`src/rtl/dmem_arbiter.sv`:
```
// dmem_arbiter: shares a single-ported 256 x 16 data memory between two
// requesters (port 0 = CPU load/store unit, port 1 = DMA/debug loader).
// One access is sequenced at a time through a two-state IDLE/ACCESS FSM,
// giving at most one access every two cycles.
//
// Ports:
//   clk, rst_n                   clock (rising edge), async active-low reset
//   req*/we*/addr*/wdata*        per-port request, held until gnt is seen
//   gnt*                         one-cycle grant pulse (the ACCESS cycle)
//   rvalid*/err*                 one-cycle response pulse in the cycle after
//                                the grant
//   rdata                        captured read data, shared by both ports
//   busy                         high while in ACCESS
//   mem_read/mem_write/mem_addr/mem_wdata/mem_rdata  memory pins
module dmem_arbiter #(
  parameter int PRIO_MODE = 0,
  parameter int MAX_WAIT  = 8
) (
  input  logic        clk,
  input  logic        rst_n,
  input  logic        req0,
  input  logic        req1,
  input  logic        we0,
  input  logic        we1,
  input  logic [15:0] addr0,
  input  logic [15:0] addr1,
  input  logic [15:0] wdata0,
  input  logic [15:0] wdata1,
  output logic        gnt0,
  output logic        gnt1,
  output logic        rvalid0,
  output logic        rvalid1,
  output logic        err0,
  output logic        err1,
  output logic [15:0] rdata,
  output logic        busy,
  output logic        mem_read,
  output logic        mem_write,
  output logic [15:0] mem_addr,
  output logic [15:0] mem_wdata,
  input  logic [15:0] mem_rdata
);

  typedef enum logic {IDLE = 1'b0, ACCESS = 1'b1} state_t;

  localparam logic [7:0] MAX_WAIT_C = 8'(MAX_WAIT);

  state_t      state_q, state_d;
  logic        owner_q, owner_d;
  logic        last_owner_q, last_owner_d;
  logic        we_l_q, we_l_d;
  logic        bad_l_q, bad_l_d;
  logic [15:0] addr_l_q, addr_l_d;
  logic [15:0] wdata_l_q, wdata_l_d;
  logic [15:0] rdata_q, rdata_d;
  logic [7:0]  wait_cnt_q, wait_cnt_d;
  logic        rvalid0_q, rvalid0_d, rvalid1_q, rvalid1_d;
  logic        err0_q, err0_d, err1_q, err1_d;
  logic        winner;
  logic        start;
  logic        in_access;

  // Misaligned, or outside the 512-byte memory window.
  function automatic logic addr_bad(input logic [15:0] a);
    return a[0] | (a[15:9] != 7'd0);
  endfunction

  // Arbitration: only consulted when both ports request in IDLE.
  always_comb begin
    winner = req1;
    if (req0 && req1) begin
      if (PRIO_MODE == 0) winner = ~last_owner_q;
      else                winner = (wait_cnt_q >= MAX_WAIT_C);
    end
  end

  assign start     = (state_q == IDLE) && (req0 || req1);
  assign in_access = (state_q == ACCESS);

  // State register
  always_ff @(posedge clk or negedge rst_n) begin
    if (!rst_n) state_q <= IDLE;
    else        state_q <= state_d;
  end

  // Next-state logic; ACCESS always lasts exactly one cycle.
  always_comb begin
    state_d = state_q;
    case (state_q)
      IDLE:    if (req0 || req1) state_d = ACCESS;
      ACCESS:  state_d = IDLE;
      default: state_d = IDLE;
    endcase
  end

  // Outputs: the memory bus is driven straight from the state flop, so an
  // asynchronous reset during ACCESS removes mem_write before the edge.
  always_comb begin
    busy      = in_access;
    gnt0      = in_access & ~owner_q;
    gnt1      = in_access &  owner_q;
    mem_read  = in_access & ~we_l_q & ~bad_l_q;
    mem_write = in_access &  we_l_q & ~bad_l_q;
    mem_addr  = in_access ? addr_l_q  : 16'h0000;
    mem_wdata = in_access ? wdata_l_q : 16'h0000;
  end

  // Request latch, response pulses, read capture and starvation counter.
  always_comb begin
    owner_d      = owner_q;
    last_owner_d = last_owner_q;
    we_l_d       = we_l_q;
    bad_l_d      = bad_l_q;
    addr_l_d     = addr_l_q;
    wdata_l_d    = wdata_l_q;
    rdata_d      = rdata_q;
    rvalid0_d    = 1'b0;
    rvalid1_d    = 1'b0;
    err0_d       = 1'b0;
    err1_d       = 1'b0;

    if (start) begin
      owner_d      = winner;
      last_owner_d = winner;
      we_l_d       = winner ? we1    : we0;
      addr_l_d     = winner ? addr1  : addr0;
      wdata_l_d    = winner ? wdata1 : wdata0;
      bad_l_d      = addr_bad(winner ? addr1 : addr0);
    end

    if (in_access) begin
      rvalid0_d = ~owner_q & ~we_l_q & ~bad_l_q;
      rvalid1_d =  owner_q & ~we_l_q & ~bad_l_q;
      err0_d    = ~owner_q & bad_l_q;
      err1_d    =  owner_q & bad_l_q;
      // Writes leave rdata alone; an illegal read reports zero.
      if (!we_l_q) rdata_d = bad_l_q ? 16'h0000 : mem_rdata;
    end

    if (!req1 || (start && winner)) wait_cnt_d = 8'd0;
    else if (wait_cnt_q != 8'hFF)   wait_cnt_d = wait_cnt_q + 8'd1;
    else                            wait_cnt_d = wait_cnt_q;
  end

  always_ff @(posedge clk or negedge rst_n) begin
    if (!rst_n) begin
      owner_q      <= 1'b0;
      last_owner_q <= 1'b1;
      we_l_q       <= 1'b0;
      bad_l_q      <= 1'b0;
      addr_l_q     <= 16'h0000;
      wdata_l_q    <= 16'h0000;
      rdata_q      <= 16'h0000;
      wait_cnt_q   <= 8'd0;
      rvalid0_q    <= 1'b0;
      rvalid1_q    <= 1'b0;
      err0_q       <= 1'b0;
      err1_q       <= 1'b0;
    end else begin
      owner_q      <= owner_d;
      last_owner_q <= last_owner_d;
      we_l_q       <= we_l_d;
      bad_l_q      <= bad_l_d;
      addr_l_q     <= addr_l_d;
      wdata_l_q    <= wdata_l_d;
      rdata_q      <= rdata_d;
      wait_cnt_q   <= wait_cnt_d;
      rvalid0_q    <= rvalid0_d;
      rvalid1_q    <= rvalid1_d;
      err0_q       <= err0_d;
      err1_q       <= err1_d;
    end
  end

  assign rdata   = rdata_q;
  assign rvalid0 = rvalid0_q;
  assign rvalid1 = rvalid1_q;
  assign err0    = err0_q;
  assign err1    = err1_q;

endmodule
```
`config.mk`:
```
export PLATFORM = sky130hd
export DESIGN_NAME = dmem_arbiter
export DESIGN_NICKNAME = d
export VERILOG_FILES = /design/src/rtl/dmem_arbiter.sv
export SDC_FILE = /design/constraint.sdc
export NUM_CORES = 1
export LEC_CHECK = 0
export CORE_UTILIZATION = 40
export CTS_CLUSTER_SIZE = 28
export DETAILED_ROUTE_END_ITERATION = 6
export GPL_TIMING_DRIVEN = 1
export HOLD_SLACK_MARGIN = 0.1
export PLACE_DENSITY_LB_ADDON = 0.05
export SYNTH_ARGS = -nofsm -noshare
export SYNTH_HDL_FRONTEND = slang
export SYNTH_SLANG_ARGS = --single-unit
```
`constraint.sdc`:
```
create_clock -name clk -period 2.73 [get_ports clk]
set_clock_uncertainty 0.05 [all_clocks]
set_input_delay 0.546 -clock clk [delete_from_list [all_inputs] [get_ports clk]]
set_output_delay 0.546 -clock clk [all_outputs]
set_load 0.01 [all_outputs]
```
==> impl_results.md, run 1 <==
- DP Worst Slack: 537.6 ps
- H-tree depth: 3
- Max Fclk: 422.3 MHz
- Largest net degree at the start of global routing: 34
- Num ports: 143
- P&R area growth vs syn: 64.17%
- Avg Cell Area, Syn: 8.702 um2
- Port Buffers: 142
- Crit path DAT: 1770 ps
- Critical Path End: gnt0
- Synth cell types: 25
- Cell taking the most area after synthesis: dfrtp_1
- Internal cell power: 0.001944 W
- Headroom to the max-slew limit: 51.91%
- Clock share of power: 33.6%
- P_leak: 1.852 nW
- Final cell count without fillers: 536
- Net Switching: 0.0007278 W
- Fin. max-slew vios: 0
- Failing checks: design-rule violations
- # fillers: 543
- Multi-input gate area: 1190 um2
- Post-synthesis sequential area ratio: 52.41%
- Reg2reg path depth: 7
- Count leader, synth: nand2_1
- Iteration-0 DRC count of the detailed router: 100
- Post-route antenna net violation count: 0
- Drt wl/cell: 13.36 um
- First-pass GRT wire length: 11940 um
- Cts bufs inserted: 9
- Sequential power share: 38.9%
- Status: complete, but fails checks
- Initial core utilization: 42.17%
- Ant. Diodes: 0
- Dpl cells: 520
- Setup violations, final: 0
- Global Route Usage Sum: 21.26%
- Synth cell count leaders: nand2_1 (78), dfrtp_1 (56), and2_1 (35)
- Post-CTS Resized: 0
- P per Cell Area: 597.5 nW/um2
- Setup_tns: 0 ps
- Core region area: 6459 um2
- Worst IR drop on VDD: 0.0003162 V
- Die Wd: 84.52 um
- Crit end category: output port
- Hold Crit Class: primary input to async pin
- Final hold violations: 0
- FF-to-FF End: wdata_l_q[4]
- Overflow left after global routing: 0
- Worst-Margin Slew: 721.4 ps
- CP Class: register to output port
- Ratio of cells with drive above 1 in the final layout: 6.536%
- Final critical-path share of the clock period: 86.74%
- Gpl congestion: 0.7646
- Setup ws final: 362.0 ps
- Clock slew at reported path FFs: 70 ps
- Synth Register Bits: 57
- Nets@finish: 540
- Post-CTS setup buffer count: 0
- CP Launch Type: register
- Routed vias: 2566
- Die height: 84.52 um
- Detailed Place HPWL: 5165 um
- Longest Clk Path Bufs: 2
- Yosys warns: 0
- CTS root buffer: clkbuf_8
- # rows: 29
- CP required: 2130 ps
- Crit. Startpoint: busy
- DR vias/cell: 4.787
- Fraction of registers with async set/reset: 100.0%
- Antenna violations before repair: 0
- Clock latency on the worst-skew pair: 320 ps
- Vias in the first global route: 2510
- Synth top area share: 51.45%
- CTS tree: yes
- Tmin final: 2368 ps
- Cell Area, Synth: 2724 um2
- RSZ-0062 raised after global routing: false
- Switching share of power: 27.24%
- Sequential Area: 1428 um2
- DR DRC count: 10
- Area contributors post-synth: dfrtp_1 (51%), nand2_1 (11%), and2_1 (8.0%)
- Max-cap violation count: 0
- DIE AREA: 7144 um2
- Most used DFF post-synth: dfrtp_1
- Final wirelength: 7163 um
- Syn Nets: 399
- Reg2Reg Setup Slack: 1000 ps
- Post-synth EDFFs: 0
- Logic gate share of total power: 27.4%
- CTS sink count: 57
- Hold buffer count at CTS: 0
- Drt pass-1 iters: 7
- Post-Syn Instances: 313
- R2r startpoint: busy
- CP Max Fanout: 22
==> logic make-up after synthesis <==
group	Yosys count	share of synthesized area, %
buffers and inverters	23	3.904
DFF	57	52.41
muxes	7	2.572
and+or+nand+nor	169	28.76
AOI/OAI and AO/OA	57	12.36
==> metrics by stage <==
step	util (%)	cell area (um2)	hold slack, ps	power, W
2_1_floorplan	-	2724	200.4	0.001386
3_3_place_gp	65.69	4243	408.9	0.001780
3_5_place_dp	65.69	4243	412.0	0.001794
4_1_cts	69.24	4472	248.2	0.002702
5_1_grt	69.24	4472	275.3	0.002823
6_report	69.24	4472	220.6	0.002672
==> power groups by stage <==
stage | Clock (W) | Sequential (W) | Combinational (W)
global route | 0.000961 | 0.00106 | 0.000804
CTS | 0.000919 | 0.00104 | 0.000743
finish | 0.000899 | 0.00104 | 0.000733
global placement | 0 | 0.00105 | 0.000734
floorplan | 0 | 0.00104 | 0.000347
detailed placement | 0 | 0.00105 | 0.000740
==> how the worst min path moves through the flow <==
stage,to,depth (start not counted)
floorplan,addr_l_q[0],0
global placement,addr_l_q[11],2
detailed placement,addr_l_q[13],2
CTS,rdata[4],1
global route,rdata[4],1
finish,rdata[4],1
==> critical path, cell delays in order, from the launching register on <==
cell	delay, ps
dfrtp_1	340
buf_4	230
inv_1	140
nor2_1	180
clkdlybuf4s50_1	560
==> routing by layer <==
metal / vias to the layer above / global-route usage (%) / share of wire (%)
met5: - / 0 / 0
li1: 1307 / - / -
met2: 87 / 34.96 / 48
met1: 1164 / 27.95 / 44
met3: 8 / 4.523 / 7.1
met4: 0 / 7.396 / 1.2
==> cell type report <==
cell class	instances	share of cell area, %
flip-flops and latches	57	31.93
inverters	2	0.1679
well taps	77	2.154
repair buffers	151	34.02
clock inverters	5	1.735
clock buffers	11	3.386
multi-input cells	233	26.61
==> placed cells by master (no fill, tap or decap) <==
cell type,n
a21boi_4,1
inv_2,1
o21ai_0,22
nand3b_1,1
mux2i_1,7
buf_12,3
a31oi_1,27
dfstp_2,1
clkinvlp_4,1
bufinv_16,2
nor2_1,30
nand2_1,78
o21ai_1,4
and2_1,35
dfrtp_1,56
o21ai_2,1
clkinv_2,2
nand3_1,1
inv_1,1
buf_2,1
buf_4,6
nor4_1,2
nor3_1,3
a21oi_1,2
clkdlybuf4s50_1,141
clkbuf_8,11
nand2b_1,18
and3_1,1
No activity file was read; power rests on OpenSTA's default activity.
==> run 2: changes to the inputs <==
clock period = 2.26 ns   (was 2.73 ns; I/O delays follow)
==> impl_results.md, run 2 (synthesis results as in run 1) <==
- Crit. Startpoint: busy
- P per Cell Area: 673.8 nW/um2
- Longest Clk Path Bufs: 2
- Sequential power share: 42.3%
- Die Wd: 84.52 um
- Internal cell power: 0.002130 W
- Clock slew at reported path FFs: 60 ps
- GR Util met2: 34.96%
- Max Fclk: 465.6 MHz
- Headroom to the max-slew limit: 73.25%
- CP required: 1760 ps
- Antenna violations before repair: 0
- Core region area: 6459 um2
- Detailed Place HPWL: 5254 um
- # fillers: 539
- Drt wl/cell: 13.66 um
- Failing checks: design-rule violations
- Worst IR drop on VDD: 0.0003259 V
- Logic gate share of total power: 29.7%
- Crit end category: output port
- Worst path slowest cell: clkdlybuf4s50_1
- Routed vias: 2602
- Gpl congestion: 0.7655
- Die height: 84.52 um
- Net Switching: 0.0008611 W
- Final critical-path share of the clock period: 95.02%
- CP Max Fanout: 16
- P&R area growth vs syn: 62.98%
- Final wirelength: 7349 um
- FF-to-FF End: wdata_l_q[14]
- Max-cap violation count: 0
- CP peak stage delay: 560 ps
- H-tree depth: 3
- Commonest non-fill, non-tap cell in the layout: clkdlybuf4s50_1
- Status: complete, but fails checks
- Num ports: 143
- Hold Crit Class: register to register
- Largest net degree at the start of global routing: 54
- # rows: 29
- Hold Crit Depth: 2
- Global Route Usage Sum: 21.46%
- Ant. Diodes: 0
- Cts bufs inserted: 9
- Cell breakdown of the critical path: buf_4 -> and2_1 -> clkdlybuf4s50_1
- Initial core utilization: 42.17%
- Clock share of power: 28.0%
- DIE AREA: 7144 um2
- DR vias/cell: 4.836
- Fin. max-slew vios: 0
- CP Launch Type: register
- RSZ-0062 raised after global routing: false
- DR DRC count: 10
- P_leak: 1.839 nW
- Nets@finish: 542
- Post-layout util: 68.73%
- Crit path DAT: 1650 ps
- Setup_tns: 0 ps
- Worst Hold End: rdata[5]
- Port Buffers: 142
- Ratio of cells with drive above 1 in the final layout: 6.508%
- Iteration-0 DRC count of the detailed router: 100
- Clock latency on the worst-skew pair: 320 ps
- Most frequent cells in the layout: clkdlybuf4s50_1 (141), nand2_1 (78), dfrtp_1 (55), and2_1 (35), nor2_1 (30)
- Post-route antenna net violation count: 0
- Met3 usage: 4.818%
- Worst hold start: rdata[5]
- Final hold violations: 0
- CTS root buffer: clkbuf_8
- Reg2Reg Setup Slack: 890 ps
- CTS tree: yes
- Tmin final: 2148 ps
- Setup violations, final: 0
- Switching share of power: 28.79%
- Overflow left after global routing: 0
- CTS sink count: 57
- Worst-Margin Slew: 401.3 ps
- Drt pass-1 iters: 6
- Vias in the first global route: 2463
- Most used routing layer: met2
- CP Class: register to output port
- Met1 Resource Use GR: 27.96%
- First-pass GRT wire length: 11880 um
- Reg2reg path depth: 5
- R2r startpoint: last_owner_q
run 2: changes by cell type in the layout (fill, tap and decap cells not counted):
| cell | before | now |
|---|---|---|
| bufinv_16 | 2 | 0 |
| clkbuf_1 | 0 | 2 |
| buf_6 | 0 | 1 |
| clkinv_2 | 2 | 3 |
| clkinvlp_4 | 1 | 0 |
| dfrtp_1 | 56 | 55 |
| dfrtp_2 | 0 | 1 |
| dlygate4sd3_1 | 0 | 1 |
run 2: worst max-delay path by stage:
stage                     to  cells past startpoint  slack [ps]
2_1_floorplan      mem_write                      4         760
3_3_place_gp     addr_l_q[9]                      5         360
3_5_place_dp    addr_l_q[13]                      5         300
4_1_cts        mem_wdata[15]                      3          40
5_1_grt        mem_wdata[15]                      3          40
6_report       mem_wdata[15]                      3         110
run 2: final cells by class:
class	count	area, um2	share of cell area, %
timing repair buffer	153	1543	34.75
sequential	57	1429	32.19
multi-input combinational	233	1190	26.80
clock buffer	13	158.9	3.579
tap	77	96.34	2.170
clock inverter	3	15.01	0.3382
inverter	2	7.507	0.1691
run 2: what timing repair did:
item	4_1_cts	5_1_grt
buffers inserted	0	0
endpoints found under the hold margin	16	0
setup endpoints to repair	0	10
hold buffers	1	0
resized for setup	0	2
run 2: critical path, delay by kind of cell, from the launching register on:
kind,cells,cell delay (ps)
buffers and inverters,2,770
flip-flops,1,410
AND/OR/NAND/NOR,1,140
run 2: metrics by stage:
step                      hold WS (ps)  cell area [um2]  setup WS [ps]  total power [W]  instances
after floorplan                  106.4             2724          756.2         0.001675        313
after global placement           346.7             4250          361.9         0.002157        521
after detailed placement         347.7             4250          302.5         0.002176        521
after CTS                        433.0             4434          38.69         0.003020        538
after global routing             454.0             4439          39.13         0.003155        538
final                            428.5             4439          112.5         0.002991        538
run 2: power by group through the flow:
stage,logic (W),registers (W),clock network (W)
after floorplan,0.000419,0.00126,0
after global placement,0.000881,0.00128,0
after detailed placement,0.000897,0.00128,0
after CTS,0.000900,0.00126,0.000855
after global routing,0.000974,0.00128,0.000898
final,0.000887,0.00127,0.000838
run 2: routing by layer:
| layer | wire length [um] | vias up |
|---|---|---|
| met5 | 0 | - |
| met4 | 72 | 0 |
| met3 | 549 | 7 |
| met2 | 3517 | 88 |
| met1 | 3210 | 1196 |
| li1 | - | 1311 |
